`config.mk`:
```
export PLATFORM = sky130hd
export DESIGN_NAME = rr_arbiter_8
export DESIGN_NICKNAME = d
export VERILOG_FILES = /design/src/rtl/rr_arbiter_8_pkg.sv /design/src/rtl/rr_arbiter_8_prio.sv /design/src/rtl/rr_arbiter_8.sv
export SDC_FILE = /design/constraint.sdc
export NUM_CORES = 1
export LEC_CHECK = 0
export BUFFER_PORTS_ARGS = -buffer_cell sky130_fd_sc_hd__buf_2
export CAP_MARGIN = 25
export CORE_ASPECT_RATIO = 1.75
export CORE_MARGIN = 4
export CORE_UTILIZATION = 52
export DETAILED_ROUTE_END_ITERATION = 10
export MAX_ROUTING_LAYER = met4
export PLACE_DENSITY = 0.84
export SYNTH_ARGS = -nofsm -noshare
export SYNTH_HDL_FRONTEND = slang
export SYNTH_SLANG_ARGS = --single-unit
```
`constraint.sdc`:
```
create_clock -name clk -period 3.2 [get_ports clk]
set_input_delay 0.64 -clock clk [delete_from_list [all_inputs] [get_ports clk]]
set_output_delay 0.64 -clock clk [all_outputs]
set_load 0.02 [all_outputs]
```
`src/rtl/rr_arbiter_8_pkg.sv`:
```
`default_nettype none
// +----------------------------------------------------------------------+
// | Module      : rr_arbiter_8_pkg                                       |
// | Description : Shared sizes and state encodings for the 8-way         |
// |               round-robin arbiter.                                   |
// | Revision    : 1.0 - initial release                                  |
// +----------------------------------------------------------------------+
package rr_arbiter_8_pkg;

  localparam int N_REQ = 8;  // number of requesters
  localparam int ID_W  = 3;  // width of a requester index
  localparam int CNT_W = 8;  // width of the grant hold counter

  typedef enum logic {
    IDLE = 1'b0,
    BUSY = 1'b1
  } state_e;

endpackage
`default_nettype wire

```
`src/rtl/rr_arbiter_8_prio.sv`:
```
`default_nettype none
// +----------------------------------------------------------------------+
// | Module      : prio_enc_8to3_v                                        |
// | Description : Combinational 8-to-3 priority encoder, lowest index    |
// |               wins, with a valid flag for a non-zero input.          |
// | Revision    : 1.0 - initial release                                  |
// +----------------------------------------------------------------------+
module prio_enc_8to3_v
  import rr_arbiter_8_pkg::*;
(
  input  logic [N_REQ-1:0] in_vec,
  output logic [ID_W-1:0]  idx,
  output logic             valid
);

  // Scan from the top down so the lowest set bit is the last write and wins.
  always_comb begin
    idx = '0;
    for (int i = N_REQ - 1; i >= 0; i--) begin
      if (in_vec[i]) begin
        idx = ID_W'(i);
      end
    end
  end

  assign valid = |in_vec;

endmodule
`default_nettype wire

```
`src/rtl/rr_arbiter_8.sv`:
```
`default_nettype none
// +----------------------------------------------------------------------+
// | Module      : rr_arbiter_8                                           |
// | Description : Eight-way round-robin arbiter with hold-until-release  |
// |               grants, back-to-back handoff and a hold-time limit.    |
// | Revision    : 1.0 - initial release                                  |
// +----------------------------------------------------------------------+
module rr_arbiter_8
  import rr_arbiter_8_pkg::*;
#(
  parameter int unsigned MAX_HOLD = 16  // 1..255 cycles; 0 disables the limit
)
(
  input  logic             clk,
  input  logic             rst_n,
  input  logic [N_REQ-1:0] req,
  input  logic             done,
  output logic [N_REQ-1:0] gnt,
  output logic [ID_W-1:0]  gnt_id,
  output logic             gnt_valid,
  output logic             timeout
);

  localparam logic             HOLD_EN   = (MAX_HOLD != 0);
  localparam logic [CNT_W-1:0] HOLD_LAST = CNT_W'((MAX_HOLD == 0) ? 0 : MAX_HOLD - 1);
  localparam logic [N_REQ-1:0] ONE_HOT0  = N_REQ'(1);

  state_e             state_q, state_d;
  logic [ID_W-1:0]    ptr_q, ptr_d;
  logic [CNT_W-1:0]   hold_cnt_q, hold_cnt_d;
  logic [N_REQ-1:0]   gnt_q, gnt_d;
  logic [ID_W-1:0]    gnt_id_q, gnt_id_d;
  logic               gnt_valid_q, gnt_valid_d;
  logic               timeout_q, timeout_d;

  logic [ID_W-1:0]    search_start;
  logic [2*N_REQ-1:0] req_rot_wide;
  logic [N_REQ-1:0]   req_rot;
  logic [ID_W-1:0]    enc_idx;
  logic               enc_valid;
  logic [ID_W-1:0]    winner;
  logic               hold_hit;
  logic               release_evt;

  // While busy the only arbitration that matters is the handoff, which
  // starts just past the current owner; when idle it starts at the pointer.
  assign search_start = (state_q == BUSY) ? gnt_id_q + ID_W'(1) : ptr_q;

  // Rotate right so the search start lands on bit 0 of the encoder input.
  assign req_rot_wide = {req, req} >> search_start;
  assign req_rot      = req_rot_wide[N_REQ-1:0];

  prio_enc_8to3_v u_prio_enc (
    .in_vec (req_rot),
    .idx    (enc_idx),
    .valid  (enc_valid)
  );

  // Undo the rotation; 3-bit wrap gives the mod-8 add for free.
  assign winner      = enc_idx + search_start;
  assign hold_hit    = HOLD_EN && (hold_cnt_q == HOLD_LAST);
  assign release_evt = done || !req[gnt_id_q] || hold_hit;

  // Next-state, pointer, hold counter and registered-output values.
  always_comb begin
    state_d     = state_q;
    ptr_d       = ptr_q;
    hold_cnt_d  = hold_cnt_q;
    gnt_d       = gnt_q;
    gnt_id_d    = gnt_id_q;
    gnt_valid_d = gnt_valid_q;
    timeout_d   = 1'b0;

    case (state_q)
      IDLE: begin
        if (enc_valid) begin
          state_d     = BUSY;
          gnt_d       = ONE_HOT0 << winner;
          gnt_id_d    = winner;
          gnt_valid_d = 1'b1;
          hold_cnt_d  = '0;
        end
      end
      BUSY: begin
        if (release_evt) begin
          ptr_d      = gnt_id_q + ID_W'(1);
          // A simultaneous done is a normal completion, not a revocation.
          timeout_d  = hold_hit && !done;
          hold_cnt_d = '0;
          if (enc_valid) begin
            gnt_d       = ONE_HOT0 << winner;
            gnt_id_d    = winner;
            gnt_valid_d = 1'b1;
          end else begin
            state_d     = IDLE;
            gnt_d       = '0;
            gnt_id_d    = '0;
            gnt_valid_d = 1'b0;
          end
        end else if (hold_cnt_q != {CNT_W{1'b1}}) begin
          hold_cnt_d = hold_cnt_q + CNT_W'(1);
        end
      end
      default: begin
        state_d = IDLE;
      end
    endcase
  end

  // State and output registers; reset clears them without waiting for clk.
  always_ff @(posedge clk or negedge rst_n) begin
    if (!rst_n) begin
      state_q     <= IDLE;
      ptr_q       <= '0;
      hold_cnt_q  <= '0;
      gnt_q       <= '0;
      gnt_id_q    <= '0;
      gnt_valid_q <= 1'b0;
      timeout_q   <= 1'b0;
    end else begin
      state_q     <= state_d;
      ptr_q       <= ptr_d;
      hold_cnt_q  <= hold_cnt_d;
      gnt_q       <= gnt_d;
      gnt_id_q    <= gnt_id_d;
      gnt_valid_q <= gnt_valid_d;
      timeout_q   <= timeout_d;
    end
  end

  assign gnt       = gnt_q;
  assign gnt_id    = gnt_id_q;
  assign gnt_valid = gnt_valid_q;
  assign timeout   = timeout_q;

endmodule
`default_nettype wire

```
; Word level (Yosys, flattened, before mapping)
; Cells that the tools add are included.
[word_totals]
register_bits = 25
elab_cells = 59
[classes]
add_sub_neg = 3
order_cmp = 1
n_eq_ne = 5
shifts = 2
muxes = 31
bitwise = 1
reduce_logical = 9
[ops]
columns = op, count
row1 = 8-bit 2-to-1 mux, 6
row2 = 3-bit 2-to-1 mux, 12
row3 = 8-bit case mux with 2 select lines, 2
row4 = 16-bit by 3-bit right shift with 8-bit output, 1
row5 = 8-bit by 1-bit adder with 8-bit output (second input constant), 1
row6 = 8-bit by 4-bit equality test with 1-bit output (second input constant), 1
row7 = 8-bit inequality test (second input constant), 1
row8 = 8-bit OR reduction, 1
row9 = 1-bit by 3-bit << shifter with 8-bit output (first input constant), 1
row10 = 1-bit 2-to-1 mux, 7
row11 = 3-bit case mux with 2 select lines, 1
row12 = 2-bit AND reduction, 3
row13 = 3-bit by 4-bit less-than comparator with 1-bit output (second input constant), 1
row14 = 1-bit case mux with 2 select lines, 2
row15 = 3-bit by 1-bit adder with 3-bit output (second input constant), 1
row16 = 3-bit adder, 1
row17 = 1-bit binary-select mux with 3-bit select, 1
row18 = 3-bit by 1-bit inequality test with 1-bit output (second input constant), 1
row19 = 1-bit logical NOT, 2
row20 = 1-bit logical OR, 2
row21 = 2-bit by 1-bit inequality test with 1-bit output (second input constant), 1
row22 = 2-bit inequality test (second input constant), 1
row23 = 1-bit logical AND, 1
row24 = 1-bit inverter, 1

; Longest topological paths before layout
; Gate-level depths: netlist (run 1).
[logic_depth]
depth_word = 16
depth_mapped = 14
ltp_nobuf = 13

; By module
; From an unflattened synthesis (run 1), not the netlist that was laid out.
[unflattened]
hier_cells = 200
area_unflattened_um2 = 1899.3
[modules_own_cells]
columns = mod, instances, cells_per_inst, area_each_um2, seq_area_each_um2
row1 = rr_arbiter_8, 1, 187, 1818.0, 625.6
row2 = prio_enc_8to3_v, 1, 13, 81.3, 0.0

; Worst setup path after synthesis (run 1)
; No wires, ideal clock.
[synth_timing]
kind = reg2reg
from = register gnt_id_q[0] (netlist: gnt_id[0])
to = register gnt_q[4] (netlist: gnt[4])
setup_ns = 0.067
t_arrival_ns = 3.534
required_ns = 3.133
setup_slack_ns = -0.400
path_stages_with_launch = 14
cell_sequence = dfrtp_1 ha_1 xor2_1 mux2_2 mux4_2 and2_1 a221oi_2 o211ai_2 a21boi_4 nand2_1 fa_1 xnor2_1 mux2i_1 a41o_1
[synth_between]
elab_chain_cells = 16
elab_cells_between_ends = 26
cone_classes = add/sub (2) / eq/ne (2) / shift (2) / mux (15) / reduce/logical (5)
[synth_lines]
columns = element, line_no
row1 = start: declaration, rr_arbiter_8.sv:32  ; logic [ID_W-1:0] gnt_id_q, gnt_id_d;
row2 = start signal: assignment, rr_arbiter_8.sv:125  ; gnt_id_q <= gnt_id_d;
row3 = 3-bit by 1-bit adder with 3-bit output, rr_arbiter_8.sv:47  ; assign search_start = (state_q == BUSY) ? gnt_id_q + ID_W'(1) : ptr_q;
row4 = 3-bit 2-to-1 mux, rr_arbiter_8.sv:47
row5 = 16-bit by 3-bit right shift with 8-bit output, rr_arbiter_8.sv:50  ; assign req_rot_wide = {req, req} >> search_start;
row6 = 3-bit 2-to-1 mux (8 in series), rr_arbiter_8_prio.sv:20  ; if (in_vec[i]) begin
row7 = 3-bit adder, rr_arbiter_8.sv:60  ; assign winner = enc_idx + search_start;
row8 = 1-bit by 3-bit << shifter with 8-bit output, "rr_arbiter_8.sv:78, rr_arbiter_8.sv:91"
row9 = 8-bit 2-to-1 mux, rr_arbiter_8.sv:90  ; if (enc_valid) begin
row10 = 8-bit 2-to-1 mux, rr_arbiter_8.sv:85  ; if (release_evt) begin
row11 = 8-bit case mux with 2 select lines, rr_arbiter_8.sv:74  ; case (state_q)
row12 = end signal: assignment, rr_arbiter_8.sv:124  ; gnt_q <= gnt_d;
row13 = end: declaration, rr_arbiter_8.sv:31  ; logic [N_REQ-1:0] gnt_q, gnt_d;
; Several ways; a longest one is shown, not always the timed one. The select of a mux whose other input is x is not followed.
; A chain may end at the register's enable or synchronous reset.

; Worst setup path after layout (run 1)
[layout_timing]
from = register gnt_id_q[1] (netlist: gnt_id[1])
to = register gnt_q[2] (netlist: gnt[2])
; The elaborated chain is that of the path after synthesis.

==> results of run 1 <==
cells by family after synthesis:
family                     Yosys count  share of synthesized area [%]
xor gates and xnor gates             4                          2.705
DFF                                 25                          33.81
AOI/OAI and AO/OA                   42                          19.07
and+or+nand+nor                     61                          18.87
adders and majority gates            3                          2.434
buffers and inverters               12                          4.733
muxes                               26                          18.39
cells in the mapped netlist, types with 2 or more instances:
| cell | count | area [sq um] |
|---|---|---|
| and2_0 | 2 | 12.51 |
| a211oi_1 | 3 | 22.52 |
| buf_6 | 3 | 33.78 |
| nor2_1 | 7 | 26.28 |
| o211ai_2 | 2 | 25.02 |
| ha_1 | 2 | 25.02 |
| a32o_1 | 5 | 50.05 |
| a41o_1 | 5 | 50.05 |
| dfrtp_1 | 25 | 625.6 |
| mux4_1 | 2 | 52.55 |
| inv_1 | 5 | 18.77 |
| nand2b_4 | 2 | 27.53 |
| mux2_2 | 5 | 56.30 |
| mux4_2 | 3 | 67.56 |
| a21oi_1 | 6 | 30.03 |
| nor2b_1 | 2 | 12.51 |
| o21ai_0 | 8 | 40.04 |
| and2_1 | 5 | 31.28 |
| a22o_1 | 2 | 17.52 |
| nand2_1 | 16 | 60.06 |
| and3_1 | 6 | 37.54 |
| nand2b_1 | 3 | 18.77 |
| mux2i_1 | 15 | 150.1 |
| nand3_1 | 9 | 45.04 |
routing by layer:
metal	wire (um)	track usage, %	up-vias	part of all wire [%]
li1	-	-	735	-
met1	1620	22.91	767	36
met2	2612	41.06	42	58
met3	137	2.744	11	3.1
met4	109	8.605	0	2.4
met5	0	-	-	0
through the flow:
| stage | setup TNS (ns) | hold slack [ns] |
|---|---|---|
| 6_report | -1.063 | 0.3531 |
| 5_1_grt | -2.549 | 0.3832 |
| 4_1_cts | -0.8465 | 0.3672 |
| 3_5_place_dp | -0.6487 | 0.4759 |
| 3_3_place_gp | -0.3337 | 0.4692 |
| 2_1_floorplan | -1.160 | 0.3444 |
area by class of cell:
| type | instances | area [sq um] |
|---|---|---|
| Clock buffer | 3 | 41.29 |
| Tap cell | 45 | 56.30 |
| Timing Repair Buffer | 44 | 272.8 |
| Inverter | 6 | 22.52 |
| Multi-Input combinational cell | 136 | 1225 |
| Fill cell | 284 | 1145 |
| Sequential cell | 25 | 628.1 |
| Clock inverter | 1 | 7.507 |
repair_timing:
action,CTS,global route
pin swaps,1,1
buffers inserted,1,0
endpoints found under the setup margin,9,14
resized for setup,0,6
state kept, by name, summed over array words and instances (netlist names):
name and cells:
gnt_valid 1, gnt_id 3, ptr_q 3, hold_cnt_q 8, state_q 1, gnt 8, timeout 1
worst max path at each step:
stage	start	end	slack [ns]	depth (start not counted)
final	gnt_id[1]$_DFFE_PN0P_	gnt[2]$_DFFE_PN0P_	-0.14	13
after floorplan	gnt_id[0]$_DFFE_PN0P_	gnt[7]$_DFFE_PN0P_	-0.15	13
after CTS	gnt_id[1]$_DFFE_PN0P_	gnt[5]$_DFFE_PN0P_	-0.12	13
after global routing	gnt_id[1]$_DFFE_PN0P_	gnt[3]$_DFFE_PN0P_	-0.31	13
after global placement	gnt_id[0]$_DFFE_PN0P_	gnt[5]$_DFFE_PN0P_	-0.05	13
after detailed placement	gnt_id[1]$_DFFE_PN0P_	gnt[5]$_DFFE_PN0P_	-0.10	13
critical path, stage by stage, from the launching register on:
cell	delay (ns)
dfrtp_2	0.44
ha_4	0.17
xor2_2	0.15
mux2_4	0.30
mux4_2	0.31
and2_4	0.19
a221oi_4	0.19
o211ai_2	0.12
a21boi_4	0.19
nand2_2	0.09
fa_2	0.39
xnor2_4	0.21
mux2i_2	0.32
a32o_1	0.21
==> metrics.md, run 1 <==
| Metric | Value |
|---|---|
| Final slew viol count | 0 |
| Min Tclk post-route | 3.340 ns |
| TritonCTS clock tree | yes |
| Share of layout cells above drive strength 1 | 38.60% |
| Fin nets | 230 |
| GP Congestion | 0.8342 |
| Syn Std Cell Area | 1851 sq um |
| Hold WC Path Type | input port to asynchronous set/reset pin |
| Initial Utilization | 54.46% |
| Crit path launch type | flop |
| First-pass GRT wire length | 7583 um |
| Post-synth EDFFs | 0 |
| Cells after Synth | 173 |
| Drt first-iter violations | 28 |
| Most frequent cells in the layout | dfrtp_1 (23), buf_2 (23), buf_4 (21) |
| Syn Area/Cell | 10.70 sq um |
| Most common flop cell mapped by yosys | dfrtp_1 |
| Least-Margin Pin Slew | 0.5967 ns |
| Num CTS Buffers | 3 |
| Crit Path Class | flop to flop |
| Worst skew pair latency | 0.27 ns |
| Initial antenna violation count | 0 |
| DRC violations left | 0 |
| Vias in the first global route | 1674 |
| CTS root buf | clkbuf_8 |
| RR Startpoint | gnt_id[1]$_DFFE_PN0P_ |
| Max clock buf depth | 2 |
| Reg-to-reg setup timing slack | -0.14 ns |
| HPWL after DPL | 3510 um |
| Synthesized flop and latch total | 25 |
| Die Y | 86.92 um |
| Arrival time at the worst endpoint | 3.55 ns |
| CP Data Required Time | 3.41 ns |
| Core Box Area | 3398 sq um |
| Crit. End Element | flop |
| DR pass1 iterations | 4 |
| Crit path max fanout | 5 |
| Sequential-to-total area share from yosys stat | 33.81% |
| Global route overflow | 0 |
| Placed cells | 255 |
| DP Worst Slack | -0.1009 ns |
| Final std cells w/o fill | 260 |
| GRT Resource Usage Total | 22.24% |
| CTS clk-pin slew, worst paths | 0.09 ns |
| Die area | 4615 sq um |
| Period utilization | 104.4% |
| Final core occ | 66.31% |
| Via Count | 1555 |
| Port bufs | 23 |
| Synth Warn # | 0 |
| RSZ-0062 raised after global routing | true |
| Reg-to-Reg End | gnt[2]$_DFFE_PN0P_ |
| Die Wd | 53.10 um |
| Yosys cell types | 54 |
| Row Count | 28 |
| IO Count | 24 |
| WL final | 4478 um |
| Finished Cell Area | 2253 sq um |
| Final setup vio count | 9 |
| Max cap viols | 0 |
| DP Area | 2153 sq um |
| Final worst setup slack | -0.1398 ns |
| # clock sinks | 25 |
| Mean routed wirelength per cell | 17.22 um |
| CTS hold repair buffers | 0 |
| Layout overhead on the synthesized area | 21.77% |
| Asr flop ratio synth | 100.0% |
| Reg2Reg Depth | 13 |
| Routed Antenna Nets | 0 |
| Synth Net Count | 187 |
| Relative slew slack | 59.80% |
| Achievable frequency | 299.4 MHz |
| Status | complete, but fails checks |
| Largest net degree at the start of global routing | 26 |
| Failing checks | setup timing |
| Final hold violations | 0 |
| Final antenna diode count | 0 |
| Fin Clk Skew | 0.007542 ns |
| Htree depth | 1 |
| Via density | 5.981 |
Power of run 1 is left out: the tool's default activity adds up to more than one toggle a clock period on the data nets, which glitch-free logic cannot reach.
==> run 2, diff against run 1 <==
- ABC_AREA: not set -> 1
- CAP_MARGIN: 25 -> 15
==> run 2 against run 1 <==
- the flow now finishes without violations
- maximum frequency is 6.1% higher
- sequential share of layout area shrank 1.4 points
- non-clock buffer count unchanged
- worst hold slack gained 0.00059 ns
- worst setup slack better by 0.19 ns
- via count rose by 32%
- cell area rose by 5.1%
- flip-flop and latch count is the same
- critical path type unchanged
- largest cell class unchanged
==> metrics.md, run 2 <==
| Metric | Value |
|---|---|
| Global routing's busiest layer | met2 |
| Yosys top cell area share | 34.18% |
| Crit path max fanout | 5 |
| M2 GR Usage | 45.48% |
| WL final | 5785 um |
| Crit path launch type | flop |
| CTS root buf | clkbuf_8 |
| Synth Net Count | 282 |
| Core Box Area | 3398 sq um |
| Most common cell after layout, fill and taps aside | nand2_1 |
| Die area | 4571 sq um |
| Most frequent cells in the layout | nand2_1 (83), nand3_1 (32), inv_1 (25) |
| Max clock buf depth | 2 |
| Drt first-iter violations | 113 |
| Synth area leaders | dfrtp_1 (34%), nand2_1 (20%), nand3_1 (11%), inv_1 (5.7%), a21oi_1 (2.5%) |
| Critical Path Start | gnt_id[1]$_DFFE_PN0P_ |
| Post-synth EDFFs | 0 |
| Port bufs | 23 |
| Final slew viol count | 0 |
| Via Count | 2057 |
| Period utilization | 98.41% |
| Most common flop cell mapped by yosys | dfrtp_1 |
| Synth Warn # | 0 |
| Cells after Synth | 268 |
| GRT Resource Usage Total | 22.74% |
| HPWL after DPL | 3825 um |
| Die Wd | 52.85 um |
| Crit Path Class | flop to flop |
| Hold WC Path Type | input port to asynchronous set/reset pin |
| CTS hold repair buffers | 0 |
| Initial Utilization | 53.87% |
| Reg-to-Reg End | gnt[5]$_DFFE_PN0P_ |
| Post-synth top cells | nand2_1 (96), nand3_1 (40), inv_1 (28) |
| Htree depth | 1 |
| Arrival time at the worst endpoint | 3.36 ns |
| DR pass1 iterations | 4 |
| Status | completed |
| Final core occ | 69.70% |
| RR Startpoint | gnt_id[1]$_DFFE_PN0P_ |
| Min Tclk post-route | 3.149 ns |
| # clock sinks | 25 |
| GR Util met1 | 18.85% |
| Final antenna diode count | 0 |
| Share of layout cells above drive strength 1 | 31.65% |
| Asr flop ratio synth | 100.0% |
| IO Count | 24 |
| Achievable frequency | 317.5 MHz |
| Via density | 5.698 |
| Sequential-to-total area share from yosys stat | 34.18% |
| TritonCTS clock tree | yes |
| Final setup vio count | 0 |
| DRC violations left | 0 |
| Fin Clk Skew | 0.002642 ns |
| Num CTS Buffers | 3 |
| GP Congestion | 0.9048 |
| Vias in the first global route | 1844 |
| Area leader, netlist | dfrtp_1 |
| Yosys cell types | 30 |
| Syn Area/Cell | 6.830 sq um |
| Routed Antenna Nets | 0 |
| Synthesized flop and latch total | 25 |
| Reg-to-reg setup timing slack | 0.05 ns |
| Fin nets | 331 |
| Initial antenna violation count | 0 |
| First-pass GRT wire length | 7527 um |
| Final hold violations | 0 |
| Die Y | 86.49 um |
| Global route overflow | 0 |
| CTS clk-pin slew, worst paths | 0.08 ns |
| M3 GR Usage | 2.410% |
| Layout overhead on the synthesized area | 29.39% |
| Row Count | 28 |
| Max cap viols | 0 |
| Relative slew slack | 62.94% |
| Largest net degree at the start of global routing | 26 |
| Syn Std Cell Area | 1831 sq um |
| Count leader, synth | nand2_1 |
| CP Data Required Time | 3.41 ns |
| Mean routed wirelength per cell | 16.02 um |
| Least-Margin Pin Slew | 0.5559 ns |
| Worst skew pair latency | 0.27 ns |
| Reg2Reg Depth | 21 |
| Crit. End Element | flop |
[run 2: stage by stage]
stage / area [sq um] / setup WS, ns / hold slack [ns] / instances / setup TNS (ns)
after detailed placement: 2047 / -0.1167 / 0.4652 / 343 / -0.5283
final: 2369 / 0.05081 / 0.3537 / 361 / 0
after CTS: 2112 / 0.005857 / 0.3679 / 347 / 0
after floorplan: 1831 / 0.01702 / 0.3444 / 268 / 0
after global routing: 2369 / -0.2028 / 0.3929 / 361 / -1.437
after global placement: 2047 / 0.004087 / 0.4600 / 343 / 0
[run 2: per-layer routing]
metal	share of wire, %	vias up
met4	7.1	0
li1	-	991
met1	34	941
met2	55	87
met5	0	-
met3	4.3	38
[run 2: layout make-up]
type | count | area [sq um]
multi-input combinational | 212 | 1222
fill | 274 | 1030
sequential | 25 | 626.9
timing repair buffer | 44 | 291.5
inverter | 31 | 126.4
tap | 45 | 56.30
clock buffer | 4 | 45.04
[run 2: worst max-delay path by stage]
stage                         endpoint  cells past startpoint  slack [ns]
floorplan           gnt[5]$_DFFE_PN0P_                     16        0.02
global placement    gnt[5]$_DFFE_PN0P_                     16       0.004
detailed placement  gnt[5]$_DFFE_PN0P_                     16       -0.12
CTS                 gnt[5]$_DFFE_PN0P_                     16       0.006
global route        gnt[3]$_DFFE_PN0P_                     22       -0.20
finish              gnt[5]$_DFFE_PN0P_                     21        0.05
[run 2: kinds of logic (layout without fill, tap and decap cells)]
group	count (synthesis)	after routing	synth area share, %
simple gates	170	170	41.90
buf+inv	33	79	7.861
compound gates	32	34	11.21
flops	25	25	34.18
xor+xnor	5	5	2.392
fa+ha+maj	3	3	2.461
[run 2: worst max-delay path, cell delays in order, from the launching register on]
cell and delay [ns]:
dfrtp_1 0.44, ha_4 0.18, inv_2 0.03, nand2_1 0.06, nand2_2 0.07, buf_6 0.13
o21ai_4 0.28, nand3_2 0.14, nand2_2 0.09, nand2_1 0.05, nand2_1 0.05, nand2_1 0.04
nand2_1 0.06, nand2_1 0.06, nand2_2 0.07, nand3_2 0.09, fa_2 0.41, xor2_2 0.16
nand3b_1 0.26, a21oi_4 0.22, nand4_1 0.13, nand2_1 0.07
[run 2: repair_timing]
item / CTS / global route
setup endpoints to repair: 9 / 9
resized for setup: 6 / 39
setup buffers: 0 / 12
pin swaps: 1 / 17
cloned: 0 / 2
Power of run 2 is left out for the same reason.
